==> src/rtl/rram_program_ctrl.sv <==
// Program-and-verify controller for one 32-cell RRAM row: verifies each column,
// pulses mismatched cells up to MAX_RETRY times, and records cells that never converge.
module rram_program_ctrl #(
  parameter int SETTLE_CYCLES = 2,
  parameter int PULSE_CYCLES  = 4,
  parameter int MAX_RETRY     = 3
) (
  input  logic        CLK,
  input  logic        RST,
  input  logic        START,
  input  logic [31:0] data_register,
  input  logic [4:0]  register_add,
  input  logic        SENSE,
  output logic [4:0]  ROW,
  output logic [4:0]  COL,
  output logic        READ_EN,
  output logic        SET_PULSE,
  output logic        RESET_PULSE,
  output logic        BUSY,
  output logic        DONE,
  output logic        FAIL,
  output logic [31:0] FAIL_MAP
);

  localparam logic [1:0] S_IDLE   = 2'd0;
  localparam logic [1:0] S_VERIFY = 2'd1;
  localparam logic [1:0] S_PULSE  = 2'd2;
  localparam logic [1:0] S_FINISH = 2'd3;

  // One timer serves both settle and pulse phases, sized for the longer of the two.
  localparam int TMAX = (SETTLE_CYCLES > PULSE_CYCLES) ? SETTLE_CYCLES : PULSE_CYCLES;
  localparam int TW   = (TMAX > 1) ? $clog2(TMAX) : 1;
  localparam int RW   = $clog2(MAX_RETRY + 1);
  localparam logic [TW-1:0] SETTLE_LAST = TW'(SETTLE_CYCLES - 1);
  localparam logic [TW-1:0] PULSE_LAST  = TW'(PULSE_CYCLES - 1);
  localparam logic [RW-1:0] RETRY_MAX   = RW'(MAX_RETRY);

  logic [1:0]    state_q, state_d;
  logic [31:0]   shadow_q, shadow_d;
  logic [4:0]    row_q, row_d;
  logic [4:0]    col_q, col_d;
  logic [TW-1:0] tmr_q, tmr_d;
  logic [RW-1:0] retry_q, retry_d;
  logic          fail_q, fail_d;
  logic [31:0]   fmap_q, fmap_d;
  logic          tgt_bit;
  logic          mismatch;

  assign tgt_bit  = shadow_q[col_q];
  assign mismatch = (SENSE != tgt_bit);

  always_comb begin
    state_d  = state_q;
    shadow_d = shadow_q;
    row_d    = row_q;
    col_d    = col_q;
    tmr_d    = tmr_q;
    retry_d  = retry_q;
    fail_d   = fail_q;
    fmap_d   = fmap_q;
    unique case (state_q)
      S_IDLE: begin
        if (START) begin
          shadow_d = data_register;
          row_d    = register_add;
          col_d    = 5'd0;
          retry_d  = '0;
          tmr_d    = '0;
          fail_d   = 1'b0;
          fmap_d   = '0;
          state_d  = S_VERIFY;
        end
      end
      S_VERIFY: begin
        if (tmr_q == SETTLE_LAST) begin
          tmr_d = '0;
          if (mismatch && (retry_q < RETRY_MAX)) begin
            state_d = S_PULSE;
          end else begin
            // Out of retries with the cell still wrong: record it and move on.
            if (mismatch) fmap_d[col_q] = 1'b1;
            if (col_q == 5'd31) begin
              state_d = S_FINISH;
              fail_d  = |fmap_d;
            end else begin
              col_d   = col_q + 5'd1;
              retry_d = '0;
            end
          end
        end else begin
          tmr_d = tmr_q + 1'b1;
        end
      end
      S_PULSE: begin
        if (tmr_q == PULSE_LAST) begin
          tmr_d   = '0;
          retry_d = retry_q + 1'b1;
          state_d = S_VERIFY;
        end else begin
          tmr_d = tmr_q + 1'b1;
        end
      end
      S_FINISH: state_d = S_IDLE;
      default:  state_d = S_IDLE;
    endcase
  end

  always_ff @(posedge CLK) begin
    if (RST) begin
      state_q <= S_IDLE;
      row_q   <= '0;
      col_q   <= '0;
      tmr_q   <= '0;
      retry_q <= '0;
      fail_q  <= 1'b0;
      fmap_q  <= '0;
    end else begin
      state_q <= state_d;
      row_q   <= row_d;
      col_q   <= col_d;
      tmr_q   <= tmr_d;
      retry_q <= retry_d;
      fail_q  <= fail_d;
      fmap_q  <= fmap_d;
    end
  end

  // The target word is pure data and is always overwritten before use.
  always_ff @(posedge CLK) begin
    shadow_q <= shadow_d;
  end

  assign ROW         = row_q;
  assign COL         = col_q;
  assign READ_EN     = (state_q == S_VERIFY);
  assign SET_PULSE   = (state_q == S_PULSE) &&  tgt_bit;
  assign RESET_PULSE = (state_q == S_PULSE) && !tgt_bit;
  assign BUSY        = (state_q != S_IDLE);
  assign DONE        = (state_q == S_FINISH);
  assign FAIL        = fail_q;
  assign FAIL_MAP    = fmap_q;

endmodule

==> config.mk <==
export PLATFORM = sky130hd
export DESIGN_NAME = rram_program_ctrl
export DESIGN_NICKNAME = d
export VERILOG_FILES = /design/src/rtl/rram_program_ctrl.sv
export SDC_FILE = /design/constraint.sdc
export NUM_CORES = 1
export LEC_CHECK = 0
export BUFFER_PORTS_ARGS = -buffer_cell sky130_fd_sc_hd__clkbuf_2
export CORE_AREA = 5 5 91 93
export DETAILED_ROUTE_END_ITERATION = 12
export DIE_AREA = 0 0 96 98
export PLACE_DENSITY = 0.81
export SLEW_MARGIN = 20
export SYNTH_ARGS = -nofsm -noshare
export SYNTH_HDL_FRONTEND = slang
export SYNTH_SLANG_ARGS = --single-unit
==> constraint.sdc <==
create_clock -name CLK -period 3.6 [get_ports CLK]
set_clock_uncertainty 0.2 [all_clocks]
set_input_delay 0.36 -clock CLK [delete_from_list [all_inputs] [get_ports CLK]]
set_output_delay 0.36 -clock CLK [all_outputs]
set_load 0.05 [all_outputs]
==> results.toml, run 1 <==
[grt]
global_route.peak_usage_layer = "met2"
grt_use_met3_pct = 2.93
global_route.usage.total_pct = 20.4
grt_max_degree = 38
wire_length_of_the_first_global_routing_pass_um = 15000
globalRouteMet2Util_pct = 34.6
grt_pass1_vias = 3096
overall_overflow_remaining_after_global_route = 0
globalRouteMet1Util_pct = 26.0
initial_antenna_violation_count = 0

[detailed_routing]
drt_first_iter_violations = 205
detail_route.vias_per_cell = 5.66
route.detailed.wl_per_inst_um = 16.5
ant_nets = 0
total_number_of_vias = 3275
drc = 0
drt-total-wl_um = 9550
drt_first_pass_iters = 5

[finish]
utilization_pct = 64.1
syn2layout_area_growth_pct = 27.1
insertedDiodeCount = 0
final_layout_size_suffix_gt1_share_pct = 25.6
final_net_count = 526

[timing]
drv_slew = 0
finalSetupViolCount = 0
slew_headroom_pct = 58.5
timing.setup.tns_ns = 0
grt_setup_unrepaired = "false"
max_clock_freq_mhz = 339
max_slew.worst_pin.slew_ns = 0.617
fin_crit_ns = 2.95
final_hold_vios = 0
final.period_utilization_pct = 81.9

[critical_path]
worstSetupStartpointType = "flip-flop"
critPathSlowestCell = "sky130_fd_sc_hd__dfxtp_1"
timing.critical_path.slowest_cell_delay_ns = 0.48
cpLargestDelayFamily = "simple AND/OR/NAND/NOR gates"
crit_chain = "or3b_1 -> o22ai_1 -> nor2_1 -> o221ai_2 -> nor2_1 -> nor2_1 -> clkbuf_2"
critical_path_class = "reg -> out"
crit_top_cell = "sky130_fd_sc_hd__nor2_1"
cp_data_required_time_ns = 3.04
cp_buf_inv_count = 1
timing.critical_path.arrival_ns = 2.39
critical_path_peak_fanout = 17
end_kind = "primary output"

[logic_synthesis]
largest_area_contributor_in_the_netlist = "sky130_fd_sc_hd__dfxtp_1"
synth_cell_type_count = 58
avgSynthCellArea_um2 = 10.7
synth_most_common_cell = "sky130_fd_sc_hd__dfxtp_1"
synth_top_area_share_pct = 26.1
synthesis.instances = 352
synth.ff_latch_count = 81
postSynth.asyncResetShare_pct = 0
synth.yosys.seq_area_share_pct = 51.8
synth_top_flop_cell = "sky130_fd_sc_hd__dfxtp_1"
yosysWarnings = 0
synth_area_leaders = "sky130_fd_sc_hd__dfxtp_1 (26%), sky130_fd_sc_hd__edfxtp_1 (26%), sky130_fd_sc_hd__mux2i_1 (4.5%)"
syn-num-nets = 406
synth_common_cells = "sky130_fd_sc_hd__dfxtp_1 (49), sky130_fd_sc_hd__nand2_1 (34), sky130_fd_sc_hd__edfxtp_1 (32), sky130_fd_sc_hd__nor2_1 (26), sky130_fd_sc_hd__o21ai_0 (19)"
synthesis.area_um2 = 3750
synth_edf_count = 32

[die]
die_footprint_um2 = 9410
core_region_area_um2 = 7450
fp-row-count = 32
start_util_pct = 50.4
die_width_um = 96
die-height_um = 98
floorplan.io_pins = 89

[clocking]
path_clk_slew_ns = 0.08
htree_num_levels = 3
cts_num_sinks = 81
postCtsSetupRepairBufs = 0
ctsRootBufferMaster = "sky130_fd_sc_hd__clkbuf_8"
cts_tree = "yes"
cts_buffers = 9
worst_skew_pair.late_latency_ns = 0.35
cts-root-to-sink-buffers = 2
cts_resized = 0

[pwr]
leakage_nw = 1.88
vdd_drop_max_v = 0.000368
power_density_nw_per_um2 = 479

[flow_run]
cap_violations = 0

[placed_design]
place_hpwl_um = 6730
placement.io_buffers = 88
place.gp.congestion = 0.915

[worst_hold_path]
holdCritPathClass = "in -> reg"

[outcome]
outcome = "complete, no violations"
==> routing by layer <==
layer  vias up  routed length, µm
met3        16                532
met5         -                  0
li1       1583                  -
met2       125               4830
met4         0                178
met1      1551               4000
==> worst min-delay path, stage by stage <==
cell	delay, ns
sky130_fd_sc_hd__clkbuf_2	0.08
sky130_fd_sc_hd__nand2_1	0.04
sky130_fd_sc_hd__a21oi_1	0.05
==> registers in the layout, indices dropped and copies added (netlist names) <==
signal and count:
state_q 2, tmr_q 2, FAIL 1, retry_q 2
shadow_q 32, FAIL_MAP 32, COL 5, ROW 5
==> path summary, 6_finish.rpt <==
check | startpoint | to | slack, ns | cells past startpoint
max | COL[0] | SET_PULSE | 0.65 | 7
min | register_add[3] | ROW[3] | 0.02 | 3
max reg2reg | COL[1] | FAIL | 0.67 | 9
min reg2reg | ROW[0] | ROW[0] | 0.26 | 2
==> metrics by stage <==
stage | hold WS [ns] | instance area, µm² | instances | power [mW] | worst slack, ns
after floorplan | 0.253 | 3750 | 352 | 1.54 | 0.266
after global placement | 0.245 | 4280 | 531 | 1.68 | 0.800
after detailed placement | 0.251 | 4280 | 531 | 1.69 | 0.713
after CTS | 0.0135 | 4770 | 579 | 2.29 | 0.663
after global routing | 0.0337 | 4770 | 579 | 2.39 | 0.479
final | 0.0236 | 4770 | 579 | 2.29 | 0.650
==> power breakdown <==
| group | total [mW] | internal [mW] | switching [mW] |
|---|---|---|---|
| logic | 0.579 | 0.175 | 0.404 |
| clock network | 0.585 | 0.267 | 0.318 |
| registers | 1.12 | 1.08 | 0.0369 |
| total | 2.29 | 1.53 | 0.759 |
==> logic make-up after synthesis <==
kind of cell | synth area share (%)
buf+inv | 4.23
flops | 51.8
xor+xnor | 0.233
mux | 4.83
fa+ha+maj | 4.33
compound gates | 18.3
simple gates | 16.3
==> area by class of cell <==
cell class | instances | area (µm²)
well taps | 102 | 128
flip-flops and latches | 81 | 1940
multi-input cells | 238 | 1650
clock buffers | 11 | 141
repair buffers | 129 | 828
inverters | 13 | 48.8
fillers | 612 | 2680
clock inverters | 5 | 31.3
==> layout by cell type (no fill, tap or decap), drive strengths merged, types with 13 or more instances in the layout <==
master	n
o21ai	20
ha	13
clkbuf	99
nand2	34
dfxtp	49
nor2	26
a21oi	13
dlygate4sd3	32
edfxtp	32
mux2i	17
a32o	16
inv	13
==> what timing repair did <==
item	4_1_cts	5_1_grt
hold buffers	32	0
endpoints found under the setup margin	0	0
endpoints found under the hold margin	32	0
Power figures use the tool's default switching activity.
==> inputs of run 2 (changes only) <==
ABC_AREA = 1   (was not set)
CORE_AREA = 5 5 99 101   (was 5 5 91 93)
DIE_AREA = 0 0 104 106   (was 0 0 96 98)
PLACE_DENSITY = 0.8   (was 0.81)
clock period = 2.46 ns   (was 3.6 ns; I/O delays follow)
==> results.toml, run 2 <==
[worst_hold_path]
worst_hold_path.num_cells = 4
holdCritPathClass = "in -> reg"
worst_hold_path.endpoint = "tmr_q[1]"
hold_path.startpoint = "START"

[pwr]
leakage_nw = 2.92
vdd_drop_max_v = 0.000594
pwr-share-clk_pct = 22.4
combPwrFrac_pct = 43.8
netSwitchingFraction_pct = 40.7
power_frac_seq_pct = 33.8
internal_power_mw = 3.00
power.net_switching_mw = 2.06
power_density_nw_per_um2 = 810

[timing]
fin_crit_ns = 2.60
max_clock_freq_mhz = 384
slew_headroom_pct = 58.8
final.period_utilization_pct = 106
timing.setup.tns_ns = -1.54
final_hold_vios = 0
drv_slew = 0
max_slew.worst_pin.slew_ns = 0.618
final.setup.worst_slack_ns = -0.144
grt_setup_unrepaired = "true"
finalSetupViolCount = 35

[logic_synthesis]
synth_area_leaders = "sky130_fd_sc_hd__dfxtp_1 (23%), sky130_fd_sc_hd__edfxtp_1 (22%), sky130_fd_sc_hd__nand2_1 (15%)"
avgSynthCellArea_um2 = 7.37
synth.yosys.seq_area_share_pct = 44.9
synth_top_area_share_pct = 22.7
synth_most_common_cell = "sky130_fd_sc_hd__nand2_1"
postSynth.asyncResetShare_pct = 0
synthesis.area_um2 = 4320
syn-num-nets = 641
largest_area_contributor_in_the_netlist = "sky130_fd_sc_hd__dfxtp_1"
synth_edf_count = 32
yosysWarnings = 0
synth.ff_latch_count = 81
synth_top_flop_cell = "sky130_fd_sc_hd__dfxtp_1"
synth_common_cells = "sky130_fd_sc_hd__nand2_1 (175), sky130_fd_sc_hd__inv_1 (94), sky130_fd_sc_hd__nor2_1 (68), sky130_fd_sc_hd__dfxtp_1 (49), sky130_fd_sc_hd__a21oi_1 (34)"
synthesis.instances = 587
synth_cell_type_count = 34

[critical_path]
worstReg2RegStart = "COL[0]"
timing.critical_path.slowest_cell_delay_ns = 0.38
critical_path_class = "reg -> reg"
cp_data_required_time_ns = 2.50
critical_path_peak_fanout = 8
end_kind = "flip-flop"
critPathSlowestCell = "sky130_fd_sc_hd__dfxtp_4"
timing.critical_path.arrival_ns = 2.65
worst-r2r-setup-slack_ns = -0.14
crit_top_cell = "sky130_fd_sc_hd__nand2_1"
worst_r2r_path_depth = 21
worstSetupStartpointType = "flip-flop"
crit_chain = "buf_12 -> buf_4 -> nand2_1 -> nand2_1 -> nand2_1 -> nand2_1 -> nand2_1 -> nand2_2 -> nor2_4 -> nand2_4 -> nand2_4 -> nand2_8 -> buf_12 -> nand2_1 -> nand4_1 -> nor2_2 -> nand2_1 -> nor2_2 -> nand2_1 -> nand2_2 -> a21oi_2"
worstReg2RegEnd = "FAIL"

[detailed_routing]
drt_first_pass_iters = 5
drt-total-wl_um = 13500
total_number_of_vias = 4468
detail_route.vias_per_cell = 5.09
highest_layer = "met4"
met2_length_um = 7130
ant_nets = 0
met3RoutedLength_um = 818
route.detailed.wl_per_inst_um = 15.4
met1_length_um = 5130
drc = 0
drt_first_iter_violations = 267

[grt]
overall_overflow_remaining_after_global_route = 0
initial_antenna_violation_count = 0
grt_max_degree = 39
global_route.usage.total_pct = 22.5
wire_length_of_the_first_global_routing_pass_um = 20400
grt_pass1_vias = 4369

[clocking]
cts_buffers = 9
htree_num_levels = 3
ctsRootBufferMaster = "sky130_fd_sc_hd__clkbuf_8"
cts_num_sinks = 81
worst_skew_pair.late_latency_ns = 0.36
cts-root-to-sink-buffers = 2
cts_tree = "yes"
path_clk_slew_ns = 0.09

[placed_design]
place.gp.congestion = 0.836
place_inst = 809
placement.io_buffers = 88
place_hpwl_um = 8130
place_ws_ns = -0.165
place_area_um2 = 5100

[die]
start_util_pct = 48.4
core_region_area_um2 = 8930
die_footprint_um2 = 11000
die-height_um = 106
floorplan.io_pins = 89
fp-row-count = 35
die_width_um = 104

[finish]
final_net_count = 815
layout.filler_cells = 677
final_layout_size_suffix_gt1_share_pct = 32.0
insertedDiodeCount = 0
mostFrequentLayoutCell = "sky130_fd_sc_hd__nand2_1"
stdcell_area_um2 = 6240
final-instance-count-excl-fill = 877
most-common-layout-cells = "sky130_fd_sc_hd__nand2_1 (150), sky130_fd_sc_hd__inv_1 (90), sky130_fd_sc_hd__clkbuf_2 (86)"
syn2layout_area_growth_pct = 44.4

[outcome]
outcome = "complete, but fails checks"
violations_in_the_final_reports = "setup timing"

[flow_run]
cap_violations = 0
==> run 2: cell count changes after synthesis, sizes merged, moves of 16 or more <==
cell   change
nand2    +150
inv       +87
nor2      +45
a21oi     +28
nand3     +25
mux2i     -17
a32o      -16
==> run 2: timing repair <==
item | CTS | global route
setup endpoints to repair | 31 | 44
gates resized for setup | 26 | 76
pin swaps | 10 | 35
hold buffers | 37 | 0
setup buffers | 5 | 6
cloned | 0 | 4
endpoints found under the hold margin | 37 | 0
==> run 2: worst max path at each step <==
| stage | from | to | cells past startpoint |
|---|---|---|---|
| after floorplan | COL[3] | FAIL | 18 |
| after global placement | COL[3] | FAIL | 18 |
| after detailed placement | COL[3] | FAIL | 18 |
| after CTS | COL[0] | FAIL | 21 |
| after global routing | COL[0] | FAIL | 20 |
| final | COL[0] | FAIL | 21 |
==> run 2: routing by layer <==
layer  vias to the layer above  global-route usage (%)
met5                         -                       0
met4                         0                    9.16
met3                        40                    4.61
met2                       165                    41.3
met1                      2084                    25.2
li1                       2179                       -
==> run 2: through the flow <==
step | hold WS [ns] | total power, mW | util [%]
2_1_floorplan | 0.145 | 2.99 | -
3_3_place_gp | 0.222 | 3.38 | 57.1
3_5_place_dp | 0.225 | 3.42 | 57.1
4_1_cts | 0.0918 | 4.73 | 65.6
5_1_grt | 0.125 | 5.31 | 69.9
6_report | 0.109 | 5.06 | 69.9
==> run 2: cells by family (layout without fill, tap and decap cells) <==
| family | after synthesis | after routing | share of synthesized area [%] |
|---|---|---|---|
| flops | 81 | 81 | 44.9 |
| simple gates | 302 | 302 | 29.2 |
| compound gates | 72 | 72 | 9.81 |
| fa+ha+maj | 13 | 13 | 3.76 |
| buf+inv | 119 | 298 | 12.3 |
==> run 2: cell type report <==
| type | instances | area, µm² | share of cell area, % |
|---|---|---|---|
| multi-input combinational | 387 | 2150 | 34.5 |
| clock inverter | 7 | 103 | 1.64 |
| timing repair inverter | 3 | 28.8 | 0.461 |
| inverter | 101 | 405 | 6.49 |
| sequential | 81 | 1960 | 31.3 |
| tap | 111 | 139 | 2.22 |
| timing repair buffer | 178 | 1340 | 21.4 |
| clock buffer | 9 | 124 | 1.98 |
==> run 2: worst max-delay path, delay by kind of cell (launching register included) <==
family / cells / cell delay (ns)
AO/OA/AOI/OAI: 1 / 0.05
buffers and inverters: 3 / 0.41
AND/OR/NAND/NOR: 17 / 1.43
flip-flops: 1 / 0.38
==> run 2: power groups by stage <==
stage / combinational [mW] / sequential [mW] / clock [mW]
2_1_floorplan: 1.15 / 1.84 / 0
3_3_place_gp: 1.63 / 1.75 / 0
3_5_place_dp: 1.66 / 1.76 / 0
4_1_cts: 1.89 / 1.70 / 1.14
5_1_grt: 2.38 / 1.72 / 1.21
6_report: 2.22 / 1.71 / 1.13
==> inputs of run 3 (changes only) <==
RECOVER_POWER = 50   (was not set)
SKIP_CTS_REPAIR_TIMING = 1   (was not set)
TNS_END_PERCENT = 1   (was not set)
==> results.toml, run 3 (synthesis gave the netlist of run 2 again) <==
[outcome]
outcome = "complete, but fails checks"
violations_in_the_final_reports = "hold timing, setup timing"

[critical_path]
crit_top_cell = "sky130_fd_sc_hd__nand2_1"
critPathSlowestCell = "sky130_fd_sc_hd__dfxtp_2"
worst_setup_path_startpoint = "COL[1]"
worst-r2r-setup-slack_ns = -0.17
timing.critical_path.slowest_cell_delay_ns = 0.41
critical_path_peak_fanout = 5
crit_chain = "clkinvlp_2 -> nand3_1 -> nand2_1 -> nand2_1 -> nand2_2 -> nor2_4 -> nand2_2 -> nand2_2 -> nand2_4 -> clkbuf_16 -> a21oi_2 -> nand2_1 -> nor2_1 -> nand2_1 -> nor2_2 -> nand2_1 -> nand2_1 -> a21oi_2"
worstSetupStartpointType = "flip-flop"
timing.critical_path.arrival_ns = 2.67
worstReg2RegStart = "COL[1]"
end_kind = "flip-flop"
cp_data_required_time_ns = 2.50
critical_path_class = "reg -> reg"

[grt]
wire_length_of_the_first_global_routing_pass_um = 17600
overall_overflow_remaining_after_global_route = 0
global_route.usage.total_pct = 19.1
initial_antenna_violation_count = 0
grt_pass1_vias = 3856
grt_max_degree = 39

[timing]
max_clock_freq_mhz = 381
fin_crit_ns = 2.63
final.period_utilization_pct = 107
max_slew.worst_pin.slew_ns = 0.613
final.hold.worst_slack_ns = -0.0367
final_hold_vios = 2
drv_slew = 0
final.setup.worst_slack_ns = -0.167
slew_headroom_pct = 59.3
timing.setup.tns_ns = -0.309
finalSetupViolCount = 4
grt_setup_unrepaired = "true"

[clocking]
cts_num_sinks = 81
cts_tree = "yes"
cts-root-to-sink-buffers = 2
worst_skew_pair.late_latency_ns = 0.36
ctsRootBufferMaster = "sky130_fd_sc_hd__clkbuf_8"
path_clk_slew_ns = 0.09
htree_num_levels = 3
cts_buffers = 9

[detailed_routing]
drc = 0
ant_nets = 0
drt_first_pass_iters = 5
detail_route.vias_per_cell = 5.01
route.detailed.wl_per_inst_um = 14.1
drt-total-wl_um = 12300
drt_first_iter_violations = 227
total_number_of_vias = 4351

[flow_run]
cap_violations = 0

[finish]
most-common-layout-cells = "sky130_fd_sc_hd__nand2_1 (166), sky130_fd_sc_hd__inv_1 (93), sky130_fd_sc_hd__nor2_1 (65)"
syn2layout_area_growth_pct = 37.1
mostFrequentLayoutCell = "sky130_fd_sc_hd__nand2_1"
insertedDiodeCount = 0
layout.filler_cells = 731
final_layout_size_suffix_gt1_share_pct = 23.6
final_net_count = 807

[pwr]
vdd_drop_max_v = 0.000612
leakage_nw = 2.75
power_density_nw_per_um2 = 831
power.total_mw = 4.93

[die]
core_region_area_um2 = 8930
die-height_um = 106
die_footprint_um2 = 11000
fp-row-count = 35
floorplan.io_pins = 89
die_width_um = 104
start_util_pct = 48.4

[placed_design]
placement.io_buffers = 88
place.gp.congestion = 0.917
place_hpwl_um = 7850

[worst_hold_path]
hold_path.startpoint = "register_add[1]"
holdCritPathClass = "in -> reg"
==> run 3: cell types whose count changed in the layout (fill, tap and decap cells not counted), sizes merged <==
cell	delta
clkinv	-1
buf	-7
clkbuf	+1
inv	-1
bufinv	+1
clkinvlp	+1
dlygate4sd3	-2
==> run 3: metal layers <==
metal	share of wire, %	up-vias	GRT usage [%]
met5	0	-	0
met2	53	149	33.1
met4	1.1	0	5.55
met3	6.2	16	4.86
met1	40	2018	23.6
li1	-	2168	-
==> run 3: report_power, final <==
group | switching, mW | leakage (nW) | internal [mW] | total [mW]
Clock | 0.519 | 0.118 | 0.684 | 1.20
Combinational | 1.31 | 1.93 | 0.704 | 2.02
Sequential | 0.0957 | 0.703 | 1.62 | 1.71
Total | 1.93 | 2.75 | 3.00 | 4.93
==> run 3: cell type report <==
cell class,count,area (µm²),share of cell area (%)
Multi-Input combinational cell,387,1970,33.2
Clock inverter,7,125,2.11
Inverter,101,400,6.75
Timing Repair Buffer,170,1200,20.2
Tap cell,111,139,2.34
Clock buffer,9,124,2.09
Timing Repair inverter,3,22.5,0.380
Sequential cell,81,1950,32.9
==> run 3: final timing paths <==
| path | end | cells past startpoint |
|---|---|---|
| worst min register to register | retry_q[1] | 2 |
| worst min-delay path | ROW[1] | 3 |
| worst max-delay path | FAIL | 18 |
| worst max register to register | FAIL | 18 |
==> run 3: critical path, delay by kind of cell, from the launching register on <==
kind                   cells  cell delay (ns)
AO/OA/AOI/OAI              2             0.19
buffers and inverters      2             0.38
AND/OR/NAND/NOR           14             1.31
flip-flops                 1             0.41
==> run 3: stage by stage <==
stage / setup slack [ns] / util [%] / std cells / cell area, µm²
after floorplan: -0.0609 / - / 587 / 4330
after global placement: -0.0708 / 57.0 / 808 / 5090
after detailed placement: -0.146 / 57.0 / 808 / 5090
after CTS: -0.177 / 59.8 / 824 / 5340
after global routing: -0.310 / 66.4 / 869 / 5930
final: -0.167 / 66.4 / 869 / 5930
